[src/rtl/flow_pkg.sv]
// Shared types and constants for the byte/word flow converters (8-to-16 packer, 16-to-8 splitter).
package flow_pkg;

  localparam int FLOW_BYTE_W = 8;
  localparam int FLOW_WORD_W = 16;
  localparam logic [FLOW_BYTE_W-1:0] FLOW_PAD_BYTE = 8'h00;

  typedef logic [FLOW_BYTE_W-1:0] flow_byte_t;
  typedef logic [FLOW_WORD_W-1:0] flow_word_t;

endpackage

[src/rtl/flow_out_stage.sv]
// Registered valid/data output stage: loads a new item when free or being accepted,
// drops valid on accept, and clears synchronously when the converter is disabled.
module flow_out_stage #(
  parameter int W = 16
) (
  input  logic         clk,
  input  logic         rst,
  input  logic         clr,
  input  logic         load,
  input  logic [W-1:0] load_data,
  input  logic         dst_rdy,
  output logic         dst_val,
  output logic [W-1:0] dst_data,
  output logic         stall
);

  logic         val_q, val_d;
  logic [W-1:0] data_q, data_d;

  // Callers only assert load when the stage is empty or being accepted this cycle.
  always_comb begin
    val_d  = val_q;
    data_d = data_q;
    if (clr) begin
      val_d  = 1'b0;
      data_d = '0;
    end else if (load) begin
      val_d  = 1'b1;
      data_d = load_data;
    end else if (val_q && dst_rdy) begin
      val_d  = 1'b0;
    end
  end

  always_ff @(posedge clk) begin
    if (rst) begin
      val_q  <= 1'b0;
      data_q <= '0;
    end else begin
      val_q  <= val_d;
      data_q <= data_d;
    end
  end

  assign dst_val  = val_q;
  assign dst_data = data_q;
  assign stall    = val_q & ~dst_rdy;

endmodule

[src/rtl/flow_8to16.sv]
// Packs a valid/ready byte stream into a valid/ready word stream, two bytes per word.
// Optional FLOW_8TO16_FLUSH_EN adds src_last/dst_pad to emit a padded half word.
module flow_8to16
  import flow_pkg::*;
#(
  parameter int IN_W      = FLOW_BYTE_W,
  parameter bit LSB_FIRST = 1'b1
) (
  input  logic              clk,
  input  logic              rst,
  input  logic              cfg_en,
  input  logic              src_val,
  output logic              src_rdy,
  input  logic [IN_W-1:0]   src_data,
`ifdef FLOW_8TO16_FLUSH_EN
  input  logic              src_last,
  output logic              dst_pad,
`endif
  output logic              dst_val,
  input  logic              dst_rdy,
  output logic [2*IN_W-1:0] dst_data
);

  localparam int OUT_W = 2 * IN_W;
`ifdef FLOW_8TO16_FLUSH_EN
  localparam int OW = OUT_W + 1;
`else
  localparam int OW = OUT_W;
`endif

  logic              hold_vld_q, hold_vld_d;
  logic [IN_W-1:0]   hold_data_q, hold_data_d;
  logic              src_acc;
  logic              complete;
  logic              out_stall;
  logic [IN_W-1:0]   first_byte, second_byte;
  logic [OUT_W-1:0]  word;
  logic [OW-1:0]     load_data;
  logic [OW-1:0]     out_data;

`ifdef FLOW_8TO16_FLUSH_EN
  assign src_rdy  = cfg_en & ~rst & ~(hold_vld_q & out_stall) & ~(src_last & out_stall);
  assign src_acc  = src_val & src_rdy;
  assign complete = src_acc & (hold_vld_q | src_last);
`else
  assign src_rdy  = cfg_en & ~rst & ~(hold_vld_q & out_stall);
  assign src_acc  = src_val & src_rdy;
  assign complete = src_acc & hold_vld_q;
`endif

  always_comb begin
    hold_vld_d  = hold_vld_q;
    hold_data_d = hold_data_q;
    if (!cfg_en) begin
      hold_vld_d = 1'b0;
    end else if (src_acc) begin
      if (complete) begin
        hold_vld_d = 1'b0;
      end else begin
        hold_vld_d  = 1'b1;
        hold_data_d = src_data;
      end
    end
  end

  always_ff @(posedge clk) begin
    if (rst) begin
      hold_vld_q  <= 1'b0;
      hold_data_q <= '0;
    end else begin
      hold_vld_q  <= hold_vld_d;
      hold_data_q <= hold_data_d;
    end
  end

  // A flush with nothing held makes the incoming byte the first half and pads the second.
  always_comb begin
`ifdef FLOW_8TO16_FLUSH_EN
    first_byte  = hold_vld_q ? hold_data_q : src_data;
    second_byte = hold_vld_q ? src_data : IN_W'(FLOW_PAD_BYTE);
`else
    first_byte  = hold_data_q;
    second_byte = src_data;
`endif
    word = LSB_FIRST ? {second_byte, first_byte} : {first_byte, second_byte};
  end

`ifdef FLOW_8TO16_FLUSH_EN
  assign load_data = {~hold_vld_q, word};
`else
  assign load_data = word;
`endif

  flow_out_stage #(
    .W (OW)
  ) u_out (
    .clk       (clk),
    .rst       (rst),
    .clr       (~cfg_en),
    .load      (complete),
    .load_data (load_data),
    .dst_rdy   (dst_rdy),
    .dst_val   (dst_val),
    .dst_data  (out_data),
    .stall     (out_stall)
  );

  assign dst_data = out_data[OUT_W-1:0];
`ifdef FLOW_8TO16_FLUSH_EN
  assign dst_pad  = out_data[OUT_W];
`endif

endmodule

[config.mk]
export PLATFORM = sky130hd
export DESIGN_NAME = flow_8to16
export DESIGN_NICKNAME = d
export VERILOG_FILES = /design/src/rtl/flow_pkg.sv /design/src/rtl/flow_out_stage.sv /design/src/rtl/flow_8to16.sv
export SDC_FILE = /design/constraint.sdc
export NUM_CORES = 1
export LEC_CHECK = 0
export BUFFER_PORTS_ARGS = -buffer_cell sky130_fd_sc_hd__buf_4
export CAP_MARGIN = 20
export CORE_UTILIZATION = 49
export CTS_CLUSTER_SIZE = 30
export DETAILED_ROUTE_END_ITERATION = 6
export PLACE_DENSITY = 0.77
export SLEW_MARGIN = 0
export SYNTH_ARGS = -nofsm -noshare
export SYNTH_HDL_FRONTEND = slang
export SYNTH_SLANG_ARGS = --single-unit
[constraint.sdc]
create_clock -name clk -period 1.6 [get_ports clk]
set_input_delay 0.08 -clock clk [delete_from_list [all_inputs] [get_ports clk]]
set_output_delay 0.08 -clock clk [all_outputs]
set_load 0.1 [all_outputs]
## Yosys cells after proc, flatten, opt, wreduce, memory -nomap -nowiden

Index checks and enable logic that the tools add are counted.
Widths: inputs -> output; s select.

| storage, ports and cells | value |
|---|---|
| flip-flop bits (word level) | 26 |
| output and inout port bits | 18 |
| bits of input ports | 13 |
| word-level logic and storage cells | 22 |

| cells by class | value |
|---|---|
| bitwise operators | 11 |
| reductions and logical operators | 4 |
| multiplexer cells | 3 |

Operator list:

| operator | count |
|---|---|
| $and 1x1->1 | 6 |
| $not 1->1 | 5 |
| $mux 1 | 3 |
| $reduce_and 3->1 | 1 |
| $reduce_bool 2->1 | 1 |
| $reduce_or 2->1 | 1 |
| $logic_and 1x1->1 | 1 |

## Longest topological paths before layout

Gate-level depths: netlist of run 1.

| depth | value |
|---|---|
| depth after elaboration | 9 |
| gate-level depth with buffers | 5 |
| mapped depth without buffers | 3 |

## Modules after synthesis

Synthesis of run 1 repeated with hierarchy kept, for this count alone.

| unflattened totals | value |
|---|---|
| cells, all modules | 99 |
| area total of the unflattened synthesis | 1056.0 um^2 |

Modules (own cells, without submodules):

| module | area each (um^2) | sequential area each (um^2) | instances | cells each |
|---|---|---|---|---|
| flow_out_stage | 631.9 | 340.3 | 1 | 56 |
| flow_8to16 | 424.2 | 180.2 | 1 | 43 |

## Worst setup path before layout of run 1

No wires, ideal clock.

| path | value |
|---|---|
| path kind | reg2out |
| start point | reg u_out.val_q (netlist: u_out.dst_val) |
| end point | out src_rdy |
| slack | -1.167 ns |
| stages on the path, launching flop included | 4 |
| arrival time | 2.687 ns |
| path buffers | 1 |
| data required time | 1.520 ns |
| path through | dfxtp_1 and2b_1 buf_2 a21oi_1 |

| between the ends | value |
|---|---|
| cells in the longest elaborated chain, start to end | 4 |

Ends and longest elaborated chain:

| item | RTL line | source |
|---|---|---|
| start, declared | flow_out_stage.sv:17 | `logic val_q, val_d;` |
| start signal, assigned | flow_out_stage.sv:40 | `val_q <= val_d;` |
| $and 1x1->1 | flow_out_stage.sv:47 | `assign stall = val_q & ~dst_rdy;` |
| $and 1x1->1 | flow_8to16.sv:46 | `assign src_rdy = cfg_en & ~rst & ~(hold_vld_q & out_stall);` |
| $not 1->1 | flow_8to16.sv:46 |  |
| $and 1x1->1 | flow_8to16.sv:46 |  |
| end, declared | flow_8to16.sv:13 | `output logic src_rdy,` |

No other way between the ends.

## Final worst setup path of run 1

Ends and elaborated chain as after synthesis.

==> impl_metrics.ini, run 1 <==
[sta]
skew_ns = 0.00882
finalSetupTns_ns = 0
hold_viol_final = 0
setup_viol_count_final = 0
fin_crit_ns = 1.50
maxSlewHeadroom_pct = 54.9
rsz0062_at_grt = false
worst_pin_slew_ns = 0.677
timing.final.crit_share_pct = 93.5
max_freq_ghz = 0.668
drv_slew = 0

[place]
dp_hpwl_mm = 1.44
gp_congestion = 0.742
numPortBuffers = 30

[final_layout]
regArea_um2 = 522
area_delta_synth_final_pct = 31.8
final_common_cell = buf_4
multiInputGateArea_um2 = 439
n_fill_cell = 176
final_nets = 156
final_cell_mix = 34 x buf_4, 25 x dfxtp_1, 17 x a21oi_1, 16 x nand3_1
drive_above_1_share_pct = 29.6
antenna_cells = 0

[floorplan]
die_h_um = 47.6
core_um2 = 1960
start_util_pct = 51.9
io_pins = 31
die_x_um = 47.6
die_area_um2 = 2260
num_rows = 16

[clocking]
cts_root_buf = clkbuf_4
cts_buffers = 3
clockBufferDepth = 2
cts_tree = yes
htreeDepth = 1
clock_latency_ns = 0.32
postCtsSetupBuffers = 0
clk_pin_slew_ns = 0.15
cts_num_sinks = 26

[routing]
dr.pass1.iters = 4
totalWireLength_mm = 2.09
ant_nets = 0
wl_per_cell_um = 12.4
routed_via_density = 5.30
dr.first_iter.drc_count = 9
drc = 0
via_count = 896

[critical_path]
required_ns = 1.52
cp-end-kind = output port
cp_max_fo = 17
worstSetupEndpoint = src_rdy
r2r_setup_slack_ns = 0.25
worstPathArrival_ns = 1.42
rr_worst_depth = 3
r2r_end = u_out.dst_data[7]$_SDFFE_PP0P_
crit_path_start = u_out.dst_val$_SDFFE_PP0P_
start_kind = register
path_class = register to output port
reg2reg_from = hold_vld_q$_SDFFE_PP0P_

[synth]
synth_largest_area_cell = dfxtp_1
syn_avg_cell_area_um2 = 9.26
ys_types = 16
syn-num-nets = 123
synth_top_area_share_pct = 51.1
synthTopCellsByArea = dfxtp_1 51%, a21oi_1 8.8%, mux2i_1 7.9%
yosys_register_bits = 26
synth_warnings = 0
ys_seq_area_share_pct = 51.1
syn-cell-area_um2 = 1020
netlist_instances = 110

[grt]
grt_pass1_wl_mm = 2.94
antenna_found_initial = 0
overflow = 0
grt_max_degree = 19
grt_util_all_layers_pct = 18.7
grt_pass1_vias = 687

[hold_path]
whs_path_depth = 3
holdCritPathClass = primary input to register

[pwr]
p_leak_nw = 0.515
total_power_mw = 1.24
power_density_nw_per_um2 = 922
ir_worst_vdd_uv = 560

[job]
max_cap_violations = 0

[status]
status = finished, final reports clean
## cell type report
| type | instances | area share [%] |
|---|---|---|
| tap | 27 | 2.52 |
| sequential | 26 | 38.9 |
| clock inverter | 1 | 2.24 |
| multi-input combinational | 74 | 32.7 |
| timing repair buffer | 38 | 22.0 |
| clock buffer | 3 | 1.68 |
## metrics by stage
step / hold slack [ns] / util [%] / cells / instance area, um^2 / worst slack, ns
finish: 0.00326 / 68.4 / 169 / 1340 / 0.104
global route: 0.0129 / 68.4 / 169 / 1340 / 0.0298
CTS: 0.00150 / 67.9 / 168 / 1330 / 0.00920
detailed placement: 0.341 / 63.6 / 161 / 1250 / 0.277
global placement: 0.336 / 63.6 / 161 / 1250 / 0.324
floorplan: 0.227 / - / 110 / 1030 / 0.00265
## worst max-delay path, cell delays in order (launching register included)
cell	delay, ns
dfxtp_2	0.35
and2b_2	0.31
a21oi_4	0.15
buf_4	0.30
## cells in the mapped netlist, drive strengths merged
master  instances
dfxtp          26
a21oi          18
nand3          16
o21ai          16
buf            10
nor2            9
mux2i           8
nand2b          2
a211oi          1
and2            1
and2b           1
nand2           1
nor4bb          1
## logic make-up after synthesis
| logic type | count (synthesis) | share of synthesized area [%] |
|---|---|---|
| buffers and inverters | 10 | 7.00 |
| AOI/OAI and AO/OA | 35 | 17.4 |
| muxes | 8 | 7.86 |
| and+or+nand+nor | 31 | 16.6 |
| DFF | 26 | 51.1 |
## how the worst min path moves through the flow
stage                     start                    endpoint
global placement    src_data[6]  first_byte[6]$_SDFFE_PP0P_
detailed placement  src_data[1]  first_byte[1]$_SDFFE_PP0P_
CTS                 src_data[5]  first_byte[5]$_SDFFE_PP0P_
finish              src_data[3]  first_byte[3]$_SDFFE_PP0P_
global route        src_data[3]  first_byte[3]$_SDFFE_PP0P_
floorplan           src_data[0]  first_byte[0]$_SDFFE_PP0P_
## where the power goes
part | switching, mW | internal (mW)
combinational | 0.0724 | 0.0529
sequential | 0.00670 | 0.658
clock | 0.195 | 0.253
## registers in the layout, summed over array words and instances (netlist names)
signal	count
hold_vld_q	1
u_out.dst_val	1
first_byte	8
u_out.dst_data	16
## metal layers
metal	wire length (um)	up-vias	part of all wire [%]	track usage (%)
met3	60	2	2.9	2.26
met1	958	426	46	24.9
met2	1050	18	50	30.4
li1	-	450	-	-
met5	0	-	0	0
met4	19	0	0.91	8.33
## what timing repair did
item / CTS / global route
hold buffers: 3 / 1
endpoints found under the setup margin: 0 / 1
gates resized for setup: 0 / 1
endpoints found under the hold margin: 6 / 1
No activity file was read; power rests on OpenSTA's default activity.
==> run 2: changes to the inputs <==
- CORE_UTILIZATION: 49 -> 44
- PLACE_DENSITY: 0.77 -> 0.73
- clock period: 1.6 -> 1.3 ns (I/O delays scaled with it)
==> impl_metrics.ini, run 2 (synthesized netlist as in run 1, its figures left out) <==
[status]
status = finished, final reports clean

[sta]
setup_slack_ns = 0.0242
hold_viol_final = 0
max_freq_ghz = 0.784
rsz0062_at_grt = true
worst_pin_slew_ns = 0.284
fin_crit_ns = 1.28
maxSlewHeadroom_pct = 81.0
finalSetupTns_ns = 0
drv_slew = 0
skew_ns = 0.00812
holdWs_ns = 0.0611
timing.final.crit_share_pct = 98.1
setup_viol_count_final = 0

[hold_path]
whs_path_depth = 3
holdCritPathClass = primary input to register
min_from = src_val
hold_path_end = hold_vld_q$_SDFFE_PP0P_

[critical_path]
r2r_setup_slack_ns = 0.08
path_cells = and2b_4, a21oi_4, buf_12
worstPathArrival_ns = 1.21
reg2reg_from = hold_vld_q$_SDFFE_PP0P_
cp_max_fo = 3
cp_top_family = flip-flops
required_ns = 1.24
cp_slowest_cell = dfxtp_4
start_kind = register
path_buf_inv = 1
r2r_end = first_byte[2]$_SDFFE_PP0P_
cpPeakStageDelay_ns = 0.37
path_class = register to output port
rr_worst_depth = 4
cp-end-kind = output port

[grt]
grt_pass1_vias = 844
grt_pass1_wl_mm = 3.97
grt_max_degree = 19
overflow = 0
grt_util_all_layers_pct = 21.3
antenna_found_initial = 0

[final_layout]
final_cell_mix = 35 x buf_4, 17 x a21oi_1, 17 x dfxtp_1, 16 x nand3_1
final_common_cell = buf_4
final_util_pct = 67.0
antenna_cells = 0
drive_above_1_share_pct = 35.8
largest_reg_flops = 16
final_nets = 165
layout.cells.non_filler = 179
area_delta_synth_final_pct = 44.2
n_fill_cell = 176
post-route-cell-area_um2 = 1470

[floorplan]
die_area_um2 = 2510
num_rows = 17
die_x_um = 50.1
start_util_pct = 46.5
core_um2 = 2190
die_h_um = 50.1
io_pins = 31

[clocking]
clk_pin_slew_ns = 0.14
cts_root_buf = clkbuf_4
cts_num_sinks = 26
clockBufferDepth = 2
clock_latency_ns = 0.33
htreeDepth = 1
cts_buffers = 3
cts_tree = yes

[job]
max_cap_violations = 0

[place]
dp_cells = 164
postPlaceCellArea_um2 = 1280
place_ws_ns = 0.0100
dp_hpwl_mm = 1.58
gp_congestion = 0.700
numPortBuffers = 30

[routing]
drc = 0
wl_per_cell_um = 13.7
dr.pass1.iters = 4
via_count = 929
totalWireLength_mm = 2.45
routed_via_density = 5.19
dr.first_iter.drc_count = 10
ant_nets = 0

[pwr]
seq_power_share_pct = 52.4
p_switching_mw = 0.350
clkPwrFrac_pct = 35.7
p_leak_nw = 0.565
p_comb_share_pct = 12.0
cellInternalPower_mw = 1.21
total_power_mw = 1.56
switching_share_pct = 22.5
power_density_nw_per_um2 = 1060
ir_worst_vdd_uv = 682
==> run 2: cell type report <==
cell class | instances | area [um^2] | share of cell area (%)
repair buffers | 47 | 404 | 27.5
well taps | 28 | 35.0 | 2.39
flip-flops and latches | 26 | 537 | 36.5
clock buffers | 3 | 22.5 | 1.53
clock inverters | 1 | 30.0 | 2.04
multi-input cells | 74 | 440 | 30.0
==> run 2: per-layer routing <==
layer / part of all wire, % / vias to the layer above / track usage [%]
met2: 50 / 22 / 35.6
met5: 0 / - / 0
met1: 45 / 437 / 26.5
met4: 1.8 / 0 / 10.0
met3: 3.8 / 5 / 3.09
li1: - / 465 / -
==> run 2: timing repair <==
item,4_1_cts,5_1_grt
hold buffers,9,0
pin swaps,0,1
buffers inserted,1,1
hold endpoints to repair,14,0
gates resized for setup,5,2
endpoints found under the setup margin,2,9
==> run 2: how the worst max path moves through the flow <==
| stage | start | end | depth (start not counted) |
|---|---|---|---|
| 2_1_floorplan | u_out.dst_val$_SDFFE_PP0P_ | src_rdy | 3 |
| 3_5_place_dp | hold_vld_q$_SDFFE_PP0P_ | first_byte[5]$_SDFFE_PP0P_ | 4 |
| 6_report | u_out.dst_val$_SDFFE_PP0P_ | src_rdy | 3 |
| 5_1_grt | u_out.dst_val$_SDFFE_PP0P_ | src_rdy | 3 |
| 4_1_cts | hold_vld_q$_SDFFE_PP0P_ | first_byte[5]$_SDFFE_PP0P_ | 4 |
| 3_3_place_gp | hold_vld_q$_SDFFE_PP0P_ | first_byte[0]$_SDFFE_PP0P_ | 4 |
==> run 2: worst register-to-register path, cell delays in order, from the launching register on <==
cell and delay [ns]:
dfxtp_4 0.39, nor4bb_4 0.28, buf_6 0.19, mux2i_1 0.21, nor2_1 0.06
==> run 2: power groups by stage <==
stage          clock network (mW)  logic [mW]  registers, mW
2_1_floorplan                   0      0.0769          0.855
3_3_place_gp                    0       0.146          0.834
3_5_place_dp                    0       0.148          0.835
4_1_cts                     0.564       0.177          0.817
5_1_grt                     0.599       0.197          0.817
6_report                    0.555       0.187          0.815
==> run 3: changes to the inputs <==
- ABC_AREA: not set -> 1
- BUFFER_PORTS_ARGS: -buffer_cell sky130_fd_sc_hd__buf_4 -> not set
- CORE_UTILIZATION: 44 -> 52
- DONT_BUFFER_PORTS: not set -> 1
- PLACE_DENSITY: 0.73 -> 0.7
==> impl_metrics.ini, run 3 <==
[synth]
syn-num-nets = 178
synth_commonest_cells = 49 x nand2_1, 48 x nor2_1, 28 x inv_1
synthFlopType = dfxtp_1
netlist_instances = 165
yosys_register_bits = 26
ys_seq_area_share_pct = 47.0
synth_top_area_share_pct = 47.0
synth_edf_count = 0
synthTopCellsByArea = dfxtp_1 47%, nand2_1 17%, nor2_1 16%
async_flop_share_pct = 0
synth_warnings = 0
synth_largest_area_cell = dfxtp_1
yosysMostFrequentCell = nand2_1
ys_types = 12
syn-cell-area_um2 = 1110
syn_avg_cell_area_um2 = 6.71

[job]
max_cap_violations = 0

[routing]
ant_nets = 0
drc = 0
totalWireLength_mm = 2.35
via_count = 1048
dr.pass1.iters = 5
routed_via_density = 4.66
dr.first_iter.drc_count = 29
wl_per_cell_um = 10.5

[status]
status = complete, but fails checks
violations = negative setup slack

[final_layout]
largest_reg_flops = 16
drive_above_1_share_pct = 19.7
area_delta_synth_final_pct = 34.1
final_util_pct = 74.9
final_cell_mix = 48 x nor2_1, 48 x nand2_1, 26 x inv_1, 24 x dfxtp_1, 23 x buf_4
antenna_cells = 0
final_nets = 212

[critical_path]
start_kind = register
cp-end-kind = output port
required_ns = 1.24
path_cells = inv_4, o21ai_4, clkinvlp_4, buf_12
cp_top_family = flip-flops
path_buf_inv = 3
worstPathArrival_ns = 1.24
cpPeakStageDelay_ns = 0.38
cp_max_fo = 2
cp_slowest_cell = dfxtp_2
path_class = register to output port

[grt]
grt_pass1_wl_mm = 3.45
grt_util_all_layers_pct = 21.7
antenna_found_initial = 0
grt_pass1_vias = 826
grt_max_degree = 19
overflow = 0

[pwr]
power_density_nw_per_um2 = 986
p_leak_nw = 0.821
total_power_mw = 1.46
ir_worst_vdd_uv = 851

[clocking]
cts_num_sinks = 26
cts_root_buf = clkbuf_4
clk_pin_slew_ns = 0.14
htreeDepth = 1
clock_latency_ns = 0.32
cts_buffers = 3
cts_tree = yes
clockBufferDepth = 2

[floorplan]
core_um2 = 1980
die_area_um2 = 2320
start_util_pct = 55.9
io_pins = 31
num_rows = 16
die_h_um = 48.1
die_x_um = 48.1

[sta]
rsz0062_at_grt = true
setup_slack_ns = -0.00784
hold_viol_final = 0
timing.final.crit_share_pct = 101
drv_slew = 0
max_freq_ghz = 0.765
maxSlewHeadroom_pct = 79.1
setup_viol_count_final = 1
fin_crit_ns = 1.31
worst_pin_slew_ns = 0.313
skew_ns = 0.00209

[place]
numPortBuffers = 0
gp_congestion = 0.803
dp_hpwl_mm = 1.44

[hold_path]
holdCritPathClass = primary input to register
-- run 3: logic make-up (layout without fill, tap and decap cells) --
kind of cell	count (synthesis)	in the layout	synth area share [%]
flip-flops	26	26	47.0
AND/OR/NAND/NOR	100	100	37.7
AO/OA/AOI/OAI	3	3	1.81
buffers and inverters	36	69	13.4
-- run 3: per-stage QoR --
step	area, um^2	setup WS, ns	std cells	setup TNS [ns]	hold slack, ns
global placement	1290	0.292	207	0	0.201
floorplan	1130	0.0154	165	0	0.198
finish	1490	-0.00784	225	-0.00784	0.0667
detailed placement	1290	0.263	207	0	0.208
CTS	1480	0.00155	224	0	0.0454
global route	1490	-0.0643	225	-0.0643	0.0516
-- run 3: layout make-up --
class,instances,area [um^2]
inverters,30,119
flip-flops and latches,26,526
multi-input cells,103,457
repair buffers,35,303
fillers,148,497
clock buffers,4,47.5
well taps,27,33.8
-- run 3: worst paths after layout --
kind | start | end | slack, ns | cells past startpoint
worst min register to register | first_byte[0]$_SDFFE_PP0P_ | u_out.dst_data[0]$_SDFFE_PP0P_ | 0.50 | 2
worst max register to register | u_out.dst_val$_SDFFE_PP0P_ | u_out.dst_data[8]$_SDFFE_PP0P_ | 0.14 | 6
worst min-delay path | rst | u_out.dst_data[8]$_SDFFE_PP0P_ | 0.07 | 4
worst max-delay path | hold_vld_q$_SDFFE_PP0P_ | src_rdy | -0.008 | 4
-- run 3: routing by layer --
layer	global-route usage [%]	share of wire (%)	routed length (um)	up-vias
met5	0	0	0	-
met4	11.7	3.1	72	0
met3	4.07	5.4	128	11
met2	34.9	48	1130	36
met1	27.4	44	1030	463
li1	-	-	-	538
-- run 3: where the power goes --
group / switching, mW / internal, mW
clock network: 0.243 / 0.235
logic: 0.102 / 0.0619
registers: 0.00971 / 0.812
-- run 3: tightest hold or removal path, delay by kind of cell --
kind / cells / cell delay, ns
buffers and inverters: 1 / 0.16
and+or+nand+nor: 3 / 0.14
-- run 3: timing repair --
| action | in CTS | in global routing |
|---|---|---|
| hold endpoints to repair | 23 | 0 |
| pin swaps | 2 | 1 |
| endpoints found under the setup margin | 1 | 1 |
| resized for setup | 2 | 2 |
| setup buffers | 2 | 1 |
| hold buffers | 11 | 0 |
